[config.mk]
export PLATFORM = sky130hd
export DESIGN_NAME = broadcast_bucket_filter_flat
export DESIGN_NICKNAME = d
export VERILOG_FILES = /design/src/rtl/broadcast_bucket_filter_if.sv /design/src/rtl/broadcast_bucket_filter.sv /design/src/flat_wrapper.sv
export SDC_FILE = /design/constraint.sdc
export NUM_CORES = 1
export LEC_CHECK = 0
export CAP_MARGIN = 40
export CELL_PAD_IN_SITES_DETAIL_PLACEMENT = 1
export CELL_PAD_IN_SITES_GLOBAL_PLACEMENT = 2
export CORE_UTILIZATION = 35
export DETAILED_ROUTE_END_ITERATION = 10
export PLACE_DENSITY = 0.88
export SLEW_MARGIN = 25
export SYNTH_ARGS = -nofsm -noshare
export SYNTH_HDL_FRONTEND = slang
export SYNTH_SLANG_ARGS = --single-unit
export TNS_END_PERCENT = 5
[constraint.sdc]
create_clock -name Clk -period 12.06 [get_ports Clk]
set_clock_uncertainty 0.1 [all_clocks]
set_input_delay 3.618 -clock Clk [delete_from_list [all_inputs] [get_ports Clk]]
set_output_delay 3.618 -clock Clk [all_outputs]
set_load 0.1 [all_outputs]
[src/rtl/broadcast_bucket_filter_if.sv]
// Register-block config, RX frame pulses and filter results
// shared between the RX MAC control stage and the storm limiter.
interface broadcast_bucket_filter_if;
    logic        broadcast_filter_en;
    logic [15:0] broadcast_bucket_depth;
    logic [15:0] broadcast_bucket_interval;
    logic        rx_frame_start;
    logic        broadcast_ptn;
    logic        rx_frame_end;
    logic        drop_cnt_clr;
    logic        broadcast_drop;
    logic [15:0] tokens;
    logic [15:0] drop_cnt;

    modport master (
        output broadcast_filter_en,
        output broadcast_bucket_depth,
        output broadcast_bucket_interval,
        output rx_frame_start,
        output broadcast_ptn,
        output rx_frame_end,
        output drop_cnt_clr,
        input  broadcast_drop,
        input  tokens,
        input  drop_cnt
    );

    modport slave (
        input  broadcast_filter_en,
        input  broadcast_bucket_depth,
        input  broadcast_bucket_interval,
        input  rx_frame_start,
        input  broadcast_ptn,
        input  rx_frame_end,
        input  drop_cnt_clr,
        output broadcast_drop,
        output tokens,
        output drop_cnt
    );
endinterface

[src/rtl/broadcast_bucket_filter.sv]
// Broadcast storm limiter: token bucket refilled once per interval,
// flags broadcast frames that find the bucket empty for discard.
module broadcast_bucket_filter #(
    parameter int PRESCALE   = 1000,
    parameter int PRESCALE_W = 10
) (
    input  logic                       Clk,
    input  logic                       Reset,
    broadcast_bucket_filter_if.slave   bus
);

    typedef enum logic [1:0] {
        IDLE,
        FRAME,
        PASS,
        DROP
    } state_t;

    state_t                state;
    logic [PRESCALE_W-1:0] pre_cnt;
    logic [15:0]           ivl_cnt;
    logic [15:0]           tok_q;
    logic [15:0]           drop_cnt_q;
    logic                  drop_q;

    logic                  en;
    logic [15:0]           depth;
    logic                  tick;
    logic                  refill;
    logic [15:0]           avail;
    logic                  classify;
    logic                  starve;

    assign en     = bus.broadcast_filter_en;
    assign depth  = bus.broadcast_bucket_depth;
    assign tick   = (pre_cnt == PRESCALE_W'(PRESCALE - 1));
    assign refill = tick &&
                    (ivl_cnt >= bus.broadcast_bucket_interval);

    // A lowered depth clamps the stored level straight away.
    always_comb begin
        avail = depth;
        if (!refill && (tok_q < depth))
            avail = tok_q;
    end

    // Start or end in the same cycle leaves the frame unclassified.
    assign classify = (state == FRAME) && bus.broadcast_ptn &&
                      !bus.rx_frame_end && !bus.rx_frame_start;
    assign starve   = classify && en && (avail == 16'd0);

    always_ff @(posedge Clk or posedge Reset) begin
        if (Reset)
            pre_cnt <= '0;
        else if (tick)
            pre_cnt <= '0;
        else
            pre_cnt <= pre_cnt + 1'b1;
    end

    always_ff @(posedge Clk or posedge Reset) begin
        if (Reset)
            ivl_cnt <= '0;
        else if (refill)
            ivl_cnt <= '0;
        else if (tick)
            ivl_cnt <= ivl_cnt + 16'd1;
    end

    always_ff @(posedge Clk or posedge Reset) begin
        if (Reset)
            tok_q <= '0;
        else if (!en)
            tok_q <= depth;
        else if (classify && (avail != 16'd0))
            tok_q <= avail - 16'd1;
        else
            tok_q <= avail;
    end

    always_ff @(posedge Clk or posedge Reset) begin
        if (Reset)
            drop_cnt_q <= '0;
        else if (bus.drop_cnt_clr)
            drop_cnt_q <= '0;
        else if (starve && (drop_cnt_q != 16'hFFFF))
            drop_cnt_q <= drop_cnt_q + 16'd1;
    end

    // Frame FSM; broadcast_drop is registered alongside the state.
    always_ff @(posedge Clk or posedge Reset) begin
        if (Reset) begin
            state  <= IDLE;
            drop_q <= 1'b0;
        end else if (bus.rx_frame_start) begin
            state  <= FRAME;
            drop_q <= 1'b0;
        end else begin
            unique case (state)
                FRAME: begin
                    if (bus.rx_frame_end) begin
                        state  <= IDLE;
                        drop_q <= 1'b0;
                    end else if (bus.broadcast_ptn) begin
                        state  <= starve ? DROP : PASS;
                        drop_q <= starve;
                    end
                end
                PASS, DROP: begin
                    if (bus.rx_frame_end) begin
                        state  <= IDLE;
                        drop_q <= 1'b0;
                    end
                end
                default: begin
                    state  <= IDLE;
                    drop_q <= 1'b0;
                end
            endcase
        end
    end

    assign bus.broadcast_drop = drop_q;
    assign bus.tokens         = tok_q;
    assign bus.drop_cnt       = drop_cnt_q;

endmodule

[src/flat_wrapper.sv]
// flat-port wrapper written by rule: the top's interface ports become plain ports
module broadcast_bucket_filter_flat 
#(
    parameter int PRESCALE   = 1000,
    parameter int PRESCALE_W = 10
)
  (Clk, Reset, bus_broadcast_filter_en, bus_broadcast_bucket_depth, bus_broadcast_bucket_interval, bus_rx_frame_start, bus_broadcast_ptn, bus_rx_frame_end, bus_drop_cnt_clr, bus_broadcast_drop, bus_tokens, bus_drop_cnt);
  broadcast_bucket_filter_if bus_i ();
  input  logic Clk;
  input  logic Reset;
  input wire logic [$bits(bus_i.broadcast_filter_en)-1:0] bus_broadcast_filter_en;
  input wire logic [$bits(bus_i.broadcast_bucket_depth)-1:0] bus_broadcast_bucket_depth;
  input wire logic [$bits(bus_i.broadcast_bucket_interval)-1:0] bus_broadcast_bucket_interval;
  input wire logic [$bits(bus_i.rx_frame_start)-1:0] bus_rx_frame_start;
  input wire logic [$bits(bus_i.broadcast_ptn)-1:0] bus_broadcast_ptn;
  input wire logic [$bits(bus_i.rx_frame_end)-1:0] bus_rx_frame_end;
  input wire logic [$bits(bus_i.drop_cnt_clr)-1:0] bus_drop_cnt_clr;
  output wire logic [$bits(bus_i.broadcast_drop)-1:0] bus_broadcast_drop;
  output wire logic [$bits(bus_i.tokens)-1:0] bus_tokens;
  output wire logic [$bits(bus_i.drop_cnt)-1:0] bus_drop_cnt;
  assign bus_i.broadcast_filter_en = bus_broadcast_filter_en;
  assign bus_i.broadcast_bucket_depth = bus_broadcast_bucket_depth;
  assign bus_i.broadcast_bucket_interval = bus_broadcast_bucket_interval;
  assign bus_i.rx_frame_start = bus_rx_frame_start;
  assign bus_i.broadcast_ptn = bus_broadcast_ptn;
  assign bus_i.rx_frame_end = bus_rx_frame_end;
  assign bus_i.drop_cnt_clr = bus_drop_cnt_clr;
  assign bus_broadcast_drop = bus_i.broadcast_drop;
  assign bus_tokens = bus_i.tokens;
  assign bus_drop_cnt = bus_i.drop_cnt;
  broadcast_bucket_filter #(.PRESCALE(PRESCALE), .PRESCALE_W(PRESCALE_W)) u_core (.Clk(Clk), .Reset(Reset), .bus(bus_i));
endmodule
==> impl_metrics.csv <==
group,metric,value,unit
clock_tree,htreeDepth,3,
clock_tree,cts.path.max_buffers,2,
clock_tree,tritoncts,"built",
timing,hold_viol,0,
drt,vias,4527,
timing,min_period_over_period,74.8,%
pwr,powerDensity,149,nW/um^2
timing,fmax,111,MHz
final_layout,syn_to_final_growth,37.3,%
critical_path,path_class,"in2reg",
critical_path,cp_top_family,"simple AND/OR/NAND/NOR gates",
synthesis,yosysSeqAreaShare,33.5,%
drt,viasPerCell,5.51,
min_path,hold_path_class,"reg2reg",
die,start_util,36.0,%
drt,routedWlPerCell,17.2,um
final_layout,drive_above_1_share,11.7,%
placement,dp_hpwl,10300,um
clock_tree,post_cts_buffers,0,
critical_path,cp_slowest_stage_delay,0.66,ns
drt,antenna_left,0,
critical_path,end_kind,"register",
final_layout,utilization,49.4,%
drt,drc,0,
critical_path,slowest_stage,"nor2_2",
synthesis,post_synth_inst_count,542,
clock_tree,postCtsResizedCells,0,
grt,grt_pass1_vias,4784,
final_layout,nets,720,
clock_tree,ctsRootBufferMaster,"clkbuf_16",
clock_tree,hold_buffers,0,
timing,slew_headroom,44.4,%
critical_path,cp_data_required_time,12.17,ns
timing,worstMarginPinSlew,0.832,ns
synthesis,synthesis.nets,617,
grt,grt_pass1_wl,23300,um
critical_path,arrival,9.13,ns
final_layout,fillCellCount,1505,
grt,grt_max_degree,62,
synthesis,ys_seq_elements,61,
timing,worst_slack,3.04,ns
synthesis,ys.flop_type,"dfrtp_1",
die,dieArea,13500,um^2
drt,drt-total-wl,14100,um
clock_tree,cts.sinks,61,
timing,tns,0,ns
die,die_h,116,um
critical_path,crit_chain,"clkdlybuf4s50_1, inv_1, ha_1, a21oi_1, o21ai_0, a221oi_1, nand2_1, nor2_2, mux2i_1, ha_1, nand4_1, and3b_1, inv_1, o221ai_2, nand3_1, nor2_2, nand3_1, mux2_2",
timing,fin_crit,9.02,ns
synthesis,synth_edf_count,0,
placement,portBuffers,71,
grt,grt_usage,22.2,%
synthesis,syn_area,4560,um^2
pwr,ir_drop,0.141,mV
timing,grt_setup_unrepaired,"false",
drt,first_iter_violations,242,
grt,grt_overflow,0,
pwr,total_power,0.000931,W
critical_path,startpoint_type,"primary input",
drt,first_pass_iters,5,
synthesis,synth_cell_types,61,
clock_tree,clk_pin_slew,0.05,ns
clock_tree,cts_buffers,9,
run_status,status,"complete, no violations",
grt,antenna_found_initial,0,
critical_path,critPathMaxFanout,19,
die,dieWidth,116,um
timing,report.final.slew_viol_count,0,
timing,setup_viol,0,
synthesis,async_flop_share,100,%
die,core_area,12700,um^2
synthesis,avgSynthCellArea,8.41,um^2
die,row_count,41,
final_layout,seq_area,1530,um^2
pwr,p_leak,2.54,nW
final_layout,diodes,0,
critical_path,path_buf_inv,3,
final_layout,multi_input_comb_area,2800,um^2
die,ioPinCount,72,
placement,finalWeightedCongestion,0.790,
synthesis,synth_warnings,0,
placement,pre_cts_ws,2.80,ns
flow_run,cap_violations,0,
clock_tree,clkLatencyLatePin,0.33,ns
-- placed cells by master, fill, tap and decap left out, types with 4 or more instances in the layout --
cell type        netlist  final
o221ai_1               6      6
clkdlybuf4s50_1        0     71
a21o_1                 5      5
o21ai_0               20     20
nor2_1                47     47
xor2_1                11     11
mux2i_1                7      7
and3_1                 7      7
mux2_2                 6      6
o31ai_1                7      7
o211ai_1               5      5
inv_1                 44     43
dfrtp_1               61     61
or3_1                  7      7
buf_8                  0     33
clkbuf_16              0      9
nor4_1                 9      9
ha_1                  36     36
nor3_1                17     17
a21oi_1               32     32
nand3_1               42     42
xnor2_1               20     20
nand2b_1               7      7
or4_1                  4      4
nand2_1               53     53
nand4_1               19     19
and2_1                 5      5
-- synthesized netlist by cell type, drive strengths merged, types with 2 or more instances --
| library cell | n | area share, % |
|---|---|---|
| dfrtp | 61 | 33 |
| nand2 | 54 | 4.5 |
| nor2 | 49 | 4.1 |
| inv | 44 | 3.6 |
| nand3 | 42 | 4.6 |
| ha | 36 | 9.9 |
| a21oi | 33 | 3.7 |
| o21ai | 23 | 2.8 |
| xnor2 | 20 | 3.8 |
| nand4 | 19 | 2.6 |
| nor3 | 17 | 1.9 |
| nor4 | 11 | 1.8 |
| xor2 | 11 | 2.1 |
| clkbuf | 9 | 0.74 |
| mux2 | 8 | 2.0 |
| and3 | 7 | 0.96 |
| buf | 7 | 0.85 |
| mux2i | 7 | 1.5 |
| nand2b | 7 | 0.96 |
| o221ai | 7 | 1.5 |
| o31ai | 7 | 1.2 |
| or3 | 7 | 0.96 |
| o211ai | 6 | 1.3 |
| a211oi | 5 | 1.0 |
| a21o | 5 | 0.82 |
| and2 | 5 | 0.69 |
| or4 | 4 | 0.66 |
| a31o | 3 | 0.58 |
| and4 | 3 | 0.58 |
| o2bb2ai | 3 | 0.58 |
| a2111o | 2 | 0.49 |
| a311oi | 2 | 0.52 |
| a31oi | 2 | 0.27 |
| nor3b | 2 | 0.33 |
| o21a | 2 | 0.49 |
-- per-layer routing --
metal	vias up	wire length (um)	GRT usage (%)
met5	-	0	0
met4	0	135	6.32
met3	12	449	3.17
met2	87	7100	39.0
met1	2269	6450	28.3
li1	2159	-	-
-- report_power, final --
part | leakage [nW] | switching [W] | internal, W
Combinational | 1.65 | 0.000254 | 0.000146
Clock | 0.152 | 0.0000951 | 0.000177
Sequential | 0.734 | 0.0000379 | 0.000221
-- path summary, 6_finish.rpt --
check                                                     from                   endpoint  slack, ns  depth (start not counted)
worst max-delay path            bus_broadcast_bucket_depth[11]     u_core.bus.drop_cnt[8]       3.04                         18
worst min-delay path                         u_core.pre_cnt[4]          u_core.pre_cnt[4]       0.40                          1
worst max register to register               u_core.ivl_cnt[0]     u_core.bus.drop_cnt[8]       6.35                         17
worst min register to register               u_core.pre_cnt[4]          u_core.pre_cnt[4]       0.40                          1
max in group asynchronous                                Reset          u_core.pre_cnt[9]       7.73                          4
min in group asynchronous                                Reset  u_core.bus.broadcast_drop       3.62                          3
-- final cells by class --
type | instances | area share [%]
clock buffers | 13 | 4.32
clock inverters | 3 | 0.679
inverters | 44 | 2.64
multi-input cells | 421 | 44.6
flip-flops and latches | 61 | 24.4
well taps | 172 | 3.44
repair buffers | 108 | 19.9
-- logic make-up (layout without fill, tap and decap cells) --
family | count (synthesis) | after routing | synth area share, %
AND/OR/NAND/NOR | 231 | 231 | 25.3
AO/OA/AOI/OAI | 108 | 108 | 16.7
flip-flops | 61 | 61 | 33.5
buffers and inverters | 60 | 168 | 5.21
adder cells (fa/ha/maj) | 36 | 36 | 9.88
XOR/XNOR | 31 | 31 | 5.95
multiplexers | 15 | 15 | 3.51
-- sequential cells by signal, indices dropped and copies added (netlist names) --
signal and cells:
u_core.ivl_cnt 16, u_core.bus.broadcast_drop 1, u_core.state 2, u_core.bus.tokens 16, u_core.bus.drop_cnt 16, u_core.pre_cnt 10
-- stage by stage --
| step | cell area (um^2) | std cells | hold WS, ns |
|---|---|---|---|
| 2_1_floorplan | 4560 | 542 | 0.348 |
| 3_3_place_gp | 5430 | 771 | 0.378 |
| 3_5_place_dp | 5920 | 804 | 0.389 |
| 4_1_cts | 6240 | 820 | 0.404 |
| 5_1_grt | 6260 | 822 | 0.433 |
| 6_report | 6260 | 822 | 0.400 |
-- worst register-to-register path, delay by kind of cell (launching register included) --
family / cells / cell delay (ns)
simple gates: 7 / 2.29
compound gates: 4 / 1.42
mux: 2 / 0.73
fa+ha+maj: 2 / 0.51
buf+inv: 2 / 0.15
flops: 1 / 0.41
No activity file was read; power rests on OpenSTA's default activity.
